[src/rtl/signed_acc_pkg.sv]
// Shared helpers for the signed product accumulator: sign restoration,
// wrap/saturating add and the accumulator width legality check.
package signed_acc_pkg;

    localparam int unsigned MAX_W = 64;

    function automatic bit acc_bw_ok(input int unsigned bw, input int unsigned acc_bw);
        return (acc_bw >= bw + 2) && (acc_bw <= MAX_W - 2);
    endfunction

    // Negation happens in the wide domain, so -(2^BW-1) never wraps once cut to BW+1 bits.
    function automatic logic [MAX_W-1:0] sign_restore(input logic neg, input logic [MAX_W-1:0] mag);
        return neg ? -mag : mag;
    endfunction

    // Operands are sign-extended w-bit values; the caller keeps the low w bits.
    function automatic logic [MAX_W-1:0] sat_add(
        input  logic [MAX_W-1:0] a,
        input  logic [MAX_W-1:0] b,
        input  int unsigned      w,
        input  logic             sat,
        output logic             ovf
    );
        logic signed [MAX_W-1:0] s;
        logic signed [MAX_W-1:0] hi;
        logic signed [MAX_W-1:0] lo;
        s   = $signed(a) + $signed(b);
        hi  = $signed((MAX_W'(1) << (w - 1)) - MAX_W'(1));
        lo  = ~hi;
        ovf = (s > hi) || (s < lo);
        if (ovf && sat)
            return b[MAX_W-1] ? lo : hi;
        return s;
    endfunction

endpackage

[src/rtl/sign_restore_lane.sv]
// One accumulator lane: restores the signed product, sign-extends it and
// forms the next window sum with its sticky overflow flag.
module sign_restore_lane
    import signed_acc_pkg::*;
#(
    parameter int unsigned BW     = 8,
    parameter int unsigned ACC_BW = 20,
    parameter bit          SAT    = 1'b0
) (
    input  logic              a_sign,
    input  logic              b_sign,
    input  logic [BW-1:0]     mag,
    input  logic              first,
    input  logic [ACC_BW-1:0] acc,
    input  logic              ovf_acc,
    output logic [ACC_BW-1:0] sum,
    output logic              ovf
);

    logic [BW:0]       p_raw;
    logic [ACC_BW-1:0] p_ext;
    logic              add_ovf;

    assign p_raw = (BW+1)'(sign_restore(a_sign ^ b_sign, MAX_W'(mag)));
    assign p_ext = {{(ACC_BW-BW-1){p_raw[BW]}}, p_raw};

    always_comb begin
        add_ovf = 1'b0;
        sum = ACC_BW'(sat_add({{(MAX_W-ACC_BW){acc[ACC_BW-1]}}, acc},
                              {{(MAX_W-ACC_BW){p_ext[ACC_BW-1]}}, p_ext},
                              ACC_BW, SAT, add_ovf));
        ovf = ovf_acc | add_ovf;
        if (first) begin
            sum = p_ext;
            ovf = 1'b0;
        end
    end

endmodule

[src/rtl/signed_product_acc.sv]
// Multi-lane windowed accumulator of sign-magnitude products with a
// valid/ready output register shared by all lanes.
module signed_product_acc
    import signed_acc_pkg::*;
#(
    parameter int unsigned BW     = 8,
    parameter int unsigned LANES  = 4,
    parameter int unsigned ACC_BW = 20,
    parameter bit          SAT    = 1'b0
) (
    input  logic                    clk,
    input  logic                    rst_n,
    input  logic                    in_valid,
    output logic                    in_ready,
    input  logic                    in_last,
    input  logic [LANES-1:0]        a_sign,
    input  logic [LANES-1:0]        b_sign,
    input  logic [LANES*BW-1:0]     mag,
    output logic                    out_valid,
    input  logic                    out_ready,
    output logic [LANES*ACC_BW-1:0] out_acc,
    output logic [LANES-1:0]        out_ovf
);

    if (!acc_bw_ok(BW, ACC_BW)) begin : g_bad_acc_bw
        $error("signed_product_acc: ACC_BW must be at least BW+2");
    end

    logic                    first;
    logic                    accept;
    logic [LANES*ACC_BW-1:0] acc;
    logic [LANES*ACC_BW-1:0] sum;
    logic [LANES-1:0]        ovf_acc;
    logic [LANES-1:0]        ovf;

    assign in_ready = !out_valid || out_ready;
    assign accept   = in_valid && in_ready;

    for (genvar i = 0; i < LANES; i++) begin : g_lane
        sign_restore_lane #(
            .BW     (BW),
            .ACC_BW (ACC_BW),
            .SAT    (SAT)
        ) u_lane (
            .a_sign  (a_sign[i]),
            .b_sign  (b_sign[i]),
            .mag     (mag[i*BW +: BW]),
            .first   (first),
            .acc     (acc[i*ACC_BW +: ACC_BW]),
            .ovf_acc (ovf_acc[i]),
            .sum     (sum[i*ACC_BW +: ACC_BW]),
            .ovf     (ovf[i])
        );
    end

    // A last beat accepted during a handoff overrides the valid clear below.
    always_ff @(posedge clk) begin
        if (!rst_n) begin
            first     <= 1'b1;
            acc       <= '0;
            ovf_acc   <= '0;
            out_valid <= 1'b0;
            out_acc   <= '0;
            out_ovf   <= '0;
        end else begin
            if (out_valid && out_ready)
                out_valid <= 1'b0;
            if (accept) begin
                if (in_last) begin
                    out_acc   <= sum;
                    out_ovf   <= ovf;
                    out_valid <= 1'b1;
                    first     <= 1'b1;
                end else begin
                    acc     <= sum;
                    ovf_acc <= ovf;
                    first   <= 1'b0;
                end
            end
        end
    end

endmodule

[config.mk]
export PLATFORM = sky130hd
export DESIGN_NAME = signed_product_acc
export DESIGN_NICKNAME = d
export VERILOG_FILES = /design/src/rtl/signed_acc_pkg.sv /design/src/rtl/sign_restore_lane.sv /design/src/rtl/signed_product_acc.sv
export SDC_FILE = /design/constraint.sdc
export NUM_CORES = 1
export LEC_CHECK = 0
export BUFFER_PORTS_ARGS = -buffer_cell sky130_fd_sc_hd__buf_2
export CORE_ASPECT_RATIO = 1.2
export CORE_UTILIZATION = 54
export CTS_CLUSTER_DIAMETER = 150
export DETAILED_ROUTE_END_ITERATION = 6
export PLACE_DENSITY = 0.84
export RECOVER_POWER = 25
export SETUP_SLACK_MARGIN = 0.3
export SYNTH_ARGS = -nofsm -noshare
export SYNTH_HDL_FRONTEND = slang
export SYNTH_SLANG_ARGS = --single-unit
[constraint.sdc]
create_clock -name clk -period 3.4 [get_ports clk]
set_clock_uncertainty 0.15 [all_clocks]
set_input_delay 0.17 -clock clk [delete_from_list [all_inputs] [get_ports clk]]
set_output_delay 0.17 -clock clk [all_outputs]
set_load 0.02 [all_outputs]
==> results of run 1 <==
## what timing repair did
item	4_1_cts	5_1_grt
hold buffers	2	0
buffers inserted	0	9
endpoints found under the hold margin	2	0
endpoints found under the setup margin	1	77
pin swaps	1	20
resized for setup	0	51
## cell families (layout without fill, tap and decap cells)
kind of cell | Yosys count | after routing
compound gates | 543 | 543
mux | 32 | 32
xor+xnor | 75 | 75
simple gates | 579 | 579
buf+inv | 182 | 304
fa+ha+maj | 52 | 52
flops | 170 | 170
## worst max-delay path, cell delays in order
cell	delay (ns)
buf_2	0.10
or3_4	0.40
nor3_2	0.21
a21o_1	0.18
xnor2_2	0.14
ha_1	0.28
a21o_1	0.18
or3_4	0.36
o211ai_1	0.25
a21oi_2	0.10
or2_4	0.25
xnor2_1	0.13
or4_1	0.41
nand3_1	0.09
## worst paths after layout
kind,endpoint,slack [ns],cells after the start
hold / removal,acc[18],0.03,3
setup / recovery,out_acc[12],0.38,14
setup reg to reg,acc[52],0.41,11
hold reg to reg,ovf_acc[3],0.30,2
## stage by stage
| step | instances | area, µm² | setup slack [ns] | hold slack (ns) | TNS, ns |
|---|---|---|---|---|---|
| after floorplan | 1633 | 12100 | 0.167 | 0.212 | 0 |
| after global placement | 1986 | 13200 | -0.0291 | 0.285 | -0.0367 |
| after detailed placement | 1986 | 13200 | -0.0908 | 0.296 | -0.970 |
| after CTS | 2020 | 13800 | 0.304 | 0.0154 | 0 |
| after global routing | 2029 | 14000 | 0.213 | 0.0538 | 0 |
| final | 2029 | 14000 | 0.379 | 0.0289 | 0 |
## final cells by class
class | count | area [µm²] | area share
Clock buffer | 17 | 425 | 0.0303
Tap cell | 274 | 343 | 0.0244
Inverter | 48 | 181 | 0.0129
Multi-Input combinational cell | 1281 | 8230 | 0.586
Clock inverter | 15 | 156 | 0.0111
Sequential cell | 170 | 3410 | 0.243
Timing Repair Buffer | 224 | 1310 | 0.0930
## power by group
part	internal, W	switching, W
Combinational	0.000937	0.00138
Clock	0.000979	0.000965
Sequential	0.00214	0.000177
Total	0.00405	0.00252
## per-layer routing
layer,wire length [µm],share of wire,vias up,global-route usage
li1,-,-,6167,-
met1,15400,0.42,6089,0.389
met2,17800,0.48,529,0.552
met3,2420,0.066,119,0.0620
met4,1190,0.033,0,0.131
met5,0,0,-,0
## sequential cells by signal, indices dropped and copies added (netlist names)
register,count
first,1
out_ovf,4
ovf_acc,4
acc,80
out_acc,80
out_valid,1
## placed cells by master, fill, tap and decap left out, drive strengths merged, types with 11 or more instances in the layout
cell,n
a211oi,70
a21o,17
a21oi,142
a31oi,20
and3,17
buf,158
clkbuf,81
dfxtp,170
ha,48
inv,52
mux2i,28
nand2,157
nand3,51
nor2,197
nor2b,14
nor3,58
nor4,11
o211ai,18
o21a,13
o21ai,124
o31ai,24
or3,16
xnor2,43
xor2,32
==> results.sh, run 1 <==
export IMPL_outcome="complete, no violations"
export IMPL_fmax_ghz=0.331
export IMPL_drcViolationCount=0
export IMPL_fin_util=0.647
export IMPL_period_needed_ns=3.02
export IMPL_finalHoldViolations=0
export IMPL_vias=12900
export IMPL_routabilityCongestion=0.943
export IMPL_worstPathMaxFanout=3
export IMPL_ys_seq_area_frac=0.284
export IMPL_grt_max_degree=69
export IMPL_finalMaxSlewViolations=0
export IMPL_async_reset_ff_frac=0
export IMPL_hp_class="input port to flop"
export IMPL_synth_top_area_share=0.284
export IMPL_synthTopCellsByCount="nor2_1, dfxtp_1, nand2_1"
export IMPL_worstPathArrival_ns=3.25
export IMPL_syn_avg_cell_area_um2=7.34
export IMPL_drive_above_1_share=0.155
export IMPL_wl_mm=36.7
export IMPL_grt_pass1_vias=12000
export IMPL_maxCapViolCount=0
export IMPL_synth_fa_ha_area_frac=0.0568
export IMPL_timing_slew_headroom=0.422
export IMPL_synth_compound_area_frac=0.296
export IMPL_grt_pass1_wl_mm=58.8
export IMPL_synthFlopType="dfxtp_1"
export IMPL_crit_type="input port to flop"
export IMPL_die_h_um=165
export IMPL_wire_per_inst_um=18.1
export IMPL_setup_violations=0
export IMPL_cts_sinks=170
export IMPL_fin_nets=1839
export IMPL_synthTopCellsByArea="dfxtp_1, nor2_1, a21oi_1"
export IMPL_cp_required_ns=3.63
export IMPL_synth_area_mux_share=0.0272
export IMPL_yosys_cell_types_count=81
export IMPL_antenna_found_initial=0
export IMPL_tightest_slew_ns=0.868
export IMPL_core_area_mm2=0.0217
export IMPL_rows=59
export IMPL_ys_ff_latch=170
export IMPL_vdd_drop_max_mv=0.393
export IMPL_antenna_left=0
export IMPL_rr_startpoint="acc[40]"
export IMPL_power_w=0.00657
export IMPL_hpwlAfterDp_mm=25.3
export IMPL_start_util=0.552
export IMPL_viasPerCell=6.36
export IMPL_rsz0062_at_grt="true"
export IMPL_cts_tree="built"
export IMPL_hp_start="in_last"
export IMPL_track_usage=0.322
export IMPL_syn_to_final_growth_pct=17.3
export IMPL_dr_pass1_iters=6
export IMPL_drtIter0Drc=1224
export IMPL_num_antenna_cells=0
export IMPL_leakage_nw=5.49
export IMPL_synth_top_family_by_area="compound AO/OA/AOI/OAI gates"
export IMPL_syn_nets=1730
export IMPL_cts_htree_levels=4
export IMPL_io_pins=131
export IMPL_p_per_area_mw_per_mm2=468
export IMPL_insertion_delay_ns=0.44
export IMPL_die_x_um=138
export IMPL_n_fill_cell=1919
export IMPL_synth_area_leader_cell="dfxtp_1"
export IMPL_yosys_area_share_xor_xnor=0.0548
export IMPL_grt_remaining_overflow=0
export IMPL_synth_edf_count=0
export IMPL_post_route_period_util=0.888
export IMPL_cts_made_buffers=17
export IMPL_crit_path_end_kind="flop"
export IMPL_yosysWarnings=0
export IMPL_design_die_area_mm2=0.0228
export IMPL_clockRootBuffer="clkbuf_16"
export IMPL_startpoint="mag[4]"
export IMPL_syn_inst=1633
export IMPL_path_clk_slew_ns=0.07
export IMPL_synthSimpleGateAreaFrac=0.223
export IMPL_clock_path_buffers=2
export IMPL_syn_cell_area_mm2=0.0120
export IMPL_yosysMostFrequentCell="nor2_1"
export IMPL_cp_start_kind="input port"
export IMPL_port_buffers=130
Power figures use the tool's default switching activity.
==> inputs of run 2 (changes only) <==
CORE_UTILIZATION = 31   (was 54)
HOLD_SLACK_MARGIN = 0.06   (was default)
MAX_ROUTING_LAYER = met4   (was default)
PLACE_DENSITY = 0.56   (was 0.84)
==> run 2 against run 1 <==
  * Critical path depth is 1 higher
  * Die area is 73% higher
  * Global-route usage is 12 points lower
  * Register-to-register slack better by 0.08 ns
  * Worst setup slack better by 0.037 ns
  * Final cell count is 12% higher
  * Design area is 4.2% higher
  * Routed wire length is 8.1% higher
  * Sequential share of layout area is 0.98 points lower
  * Non-clock buffer count is 30 higher
  * Critical path type unchanged
  * Largest power group is now combinational cells
==> results.sh, run 2 (same netlist as run 1, synthesis figures left out) <==
export IMPL_finalHoldViolations=0
export IMPL_grt_pass1_vias=11900
export IMPL_postPlaceCellArea_mm2=0.0137
export IMPL_grt_pass1_wl_mm=63.6
export IMPL_drive_above_1_share=0.173
export IMPL_rr_startpoint="acc[60]"
export IMPL_worstPathCellList="buf_2, or3_4, buf_4, nor2_1, a21oi_1, xor2_1, ha_2, and2_4, nor4_4, a211oi_4, o31ai_1, and3b_1, and4_1, o21ai_0, a22o_1"
export IMPL_vdd_drop_max_mv=0.388
export IMPL_port_buffers=130
export IMPL_mostFrequentLayoutCell="nor2_1"
export IMPL_period_needed_ns=2.98
export IMPL_start_util=0.316
export IMPL_drcViolationCount=0
export IMPL_timing_slew_headroom=0.458
export IMPL_outcome="complete, no violations"
export IMPL_whs_ns=0.0925
export IMPL_hpwlAfterDp_mm=27.7
export IMPL_syn_to_final_growth_pct=22.2
export IMPL_grt_remaining_overflow=0
export IMPL_cts_sinks=170
export IMPL_die_h_um=217
export IMPL_rows=78
export IMPL_core_area_mm2=0.0380
export IMPL_hp_class="input port to flop"
export IMPL_worstPathMaxFanout=5
export IMPL_finalMaxSlewViolations=0
export IMPL_leakage_nw=5.62
export IMPL_dr_pass1_iters=5
export IMPL_holdPathStages=6
export IMPL_most_common_layout_cells="nor2_1, dfxtp_1, nand2_1"
export IMPL_hp_start="mag[6]"
export IMPL_path_clk_slew_ns=0.07
export IMPL_wl_mm=39.7
export IMPL_cts_tree="built"
export IMPL_worstPathArrival_ns=3.17
export IMPL_post_route_period_util=0.877
export IMPL_maxCapViolCount=0
export IMPL_cp_start_kind="input port"
export IMPL_cts_htree_levels=4
export IMPL_insertion_delay_ns=0.45
export IMPL_io_pins=131
export IMPL_routabilityCongestion=0.888
export IMPL_track_usage=0.205
export IMPL_crit_path_end_kind="flop"
export IMPL_clockRootBuffer="clkbuf_16"
export IMPL_fin_nets=1869
export IMPL_grt_max_degree=89
export IMPL_r2r_end="out_acc[74]"
export IMPL_antenna_left=0
export IMPL_num_antenna_cells=0
export IMPL_rr_worst_depth=12
export IMPL_die_x_um=181
export IMPL_tightest_slew_ns=0.813
export IMPL_crit_type="input port to flop"
export IMPL_reg_top3="acc (80), out_acc (80)"
export IMPL_vias=12600
export IMPL_drtIter0Drc=1031
export IMPL_cts_made_buffers=17
export IMPL_cp_required_ns=3.59
export IMPL_p_per_area_mw_per_mm2=452
export IMPL_viasPerCell=5.57
export IMPL_antenna_found_initial=0
export IMPL_cpMaxStageDelayCell="or3_4"
export IMPL_clock_path_buffers=2
export IMPL_design_die_area_mm2=0.0394
export IMPL_wire_per_inst_um=17.5
export IMPL_setup_violations=0
export IMPL_fmax_ghz=0.335
export IMPL_slowest_delay_ns=0.40
export IMPL_reg2reg_slack_ns=0.49
export IMPL_rsz0062_at_grt="true"
export IMPL_hold_end="acc[6]"
export IMPL_stdcell_area_mm2=0.0146
-- run 2: cell count changes in the layout (fill, tap and decap cells not counted), moves of 3 or more --
cell and delta:
inv_8 -5, nor3_2 -3, buf_4 +23, clkinvlp_4 +3
buf_6 +3, a21oi_2 +4, a21oi_1 -3
-- run 2: area by class of cell --
type | instances | area (µm²)
flip-flops and latches | 170 | 3410
inverters | 48 | 181
fillers | 4001 | 23300
multi-input cells | 1281 | 8330
repair buffers | 254 | 1570
clock buffers | 18 | 429
well taps | 480 | 601
clock inverters | 13 | 121
-- run 2: through the flow --
step	total power, W	instances	TNS (ns)	setup slack [ns]	utilization
2_1_floorplan	0.00389	1633	0	0.167	-
3_3_place_gp	0.00458	2221	-1.09	-0.109	0.362
3_5_place_dp	0.00461	2221	-2.04	-0.156	0.362
4_1_cts	0.00657	2257	0	0.310	0.378
5_1_grt	0.00702	2264	0	0.217	0.386
6_report	0.00662	2264	0	0.417	0.386
-- run 2: repair_timing --
action / 4_1_cts / 5_1_grt
pin swaps: 1 / 24
setup endpoints to repair: 3 / 75
gates resized for setup: 1 / 69
hold buffers: 4 / 0
hold endpoints to repair: 22 / 0
setup buffers: 1 / 7
-- run 2: per-layer routing --
layer / vias up / global-route usage / routed length, µm
li1: 6216 / - / -
met1: 5995 / 0.260 / 18200
met2: 346 / 0.334 / 18800
met3: 52 / 0.0315 / 1990
met4: 0 / 0.0630 / 701
met5: - / - / 0
-- run 2: worst max-delay path by stage --
stage               cells after the start  startpoint  slack [ns]     endpoint
finish                                 15      mag[4]        0.42  out_acc[13]
CTS                                    11     acc[40]        0.31   out_ovf[2]
floorplan                              13      mag[4]        0.17  out_acc[12]
global route                           15      mag[4]        0.22  out_acc[17]
global placement                       14      mag[9]       -0.11      acc[38]
detailed placement                     15      mag[9]       -0.16      acc[39]
-- run 2: worst max-delay path: cells and delay by family --
family	cells	cell delay, ns
compound gates	5	0.85
simple gates	6	1.39
buf+inv	2	0.25
fa+ha+maj	1	0.32
xor+xnor	1	0.18
-- run 2: power breakdown --
| part | leakage, nW | internal [W] | switching (W) |
|---|---|---|---|
| logic | 3.97 | 0.000989 | 0.00139 |
| clock network | 0.255 | 0.00101 | 0.000923 |
| registers | 1.40 | 0.00214 | 0.000177 |
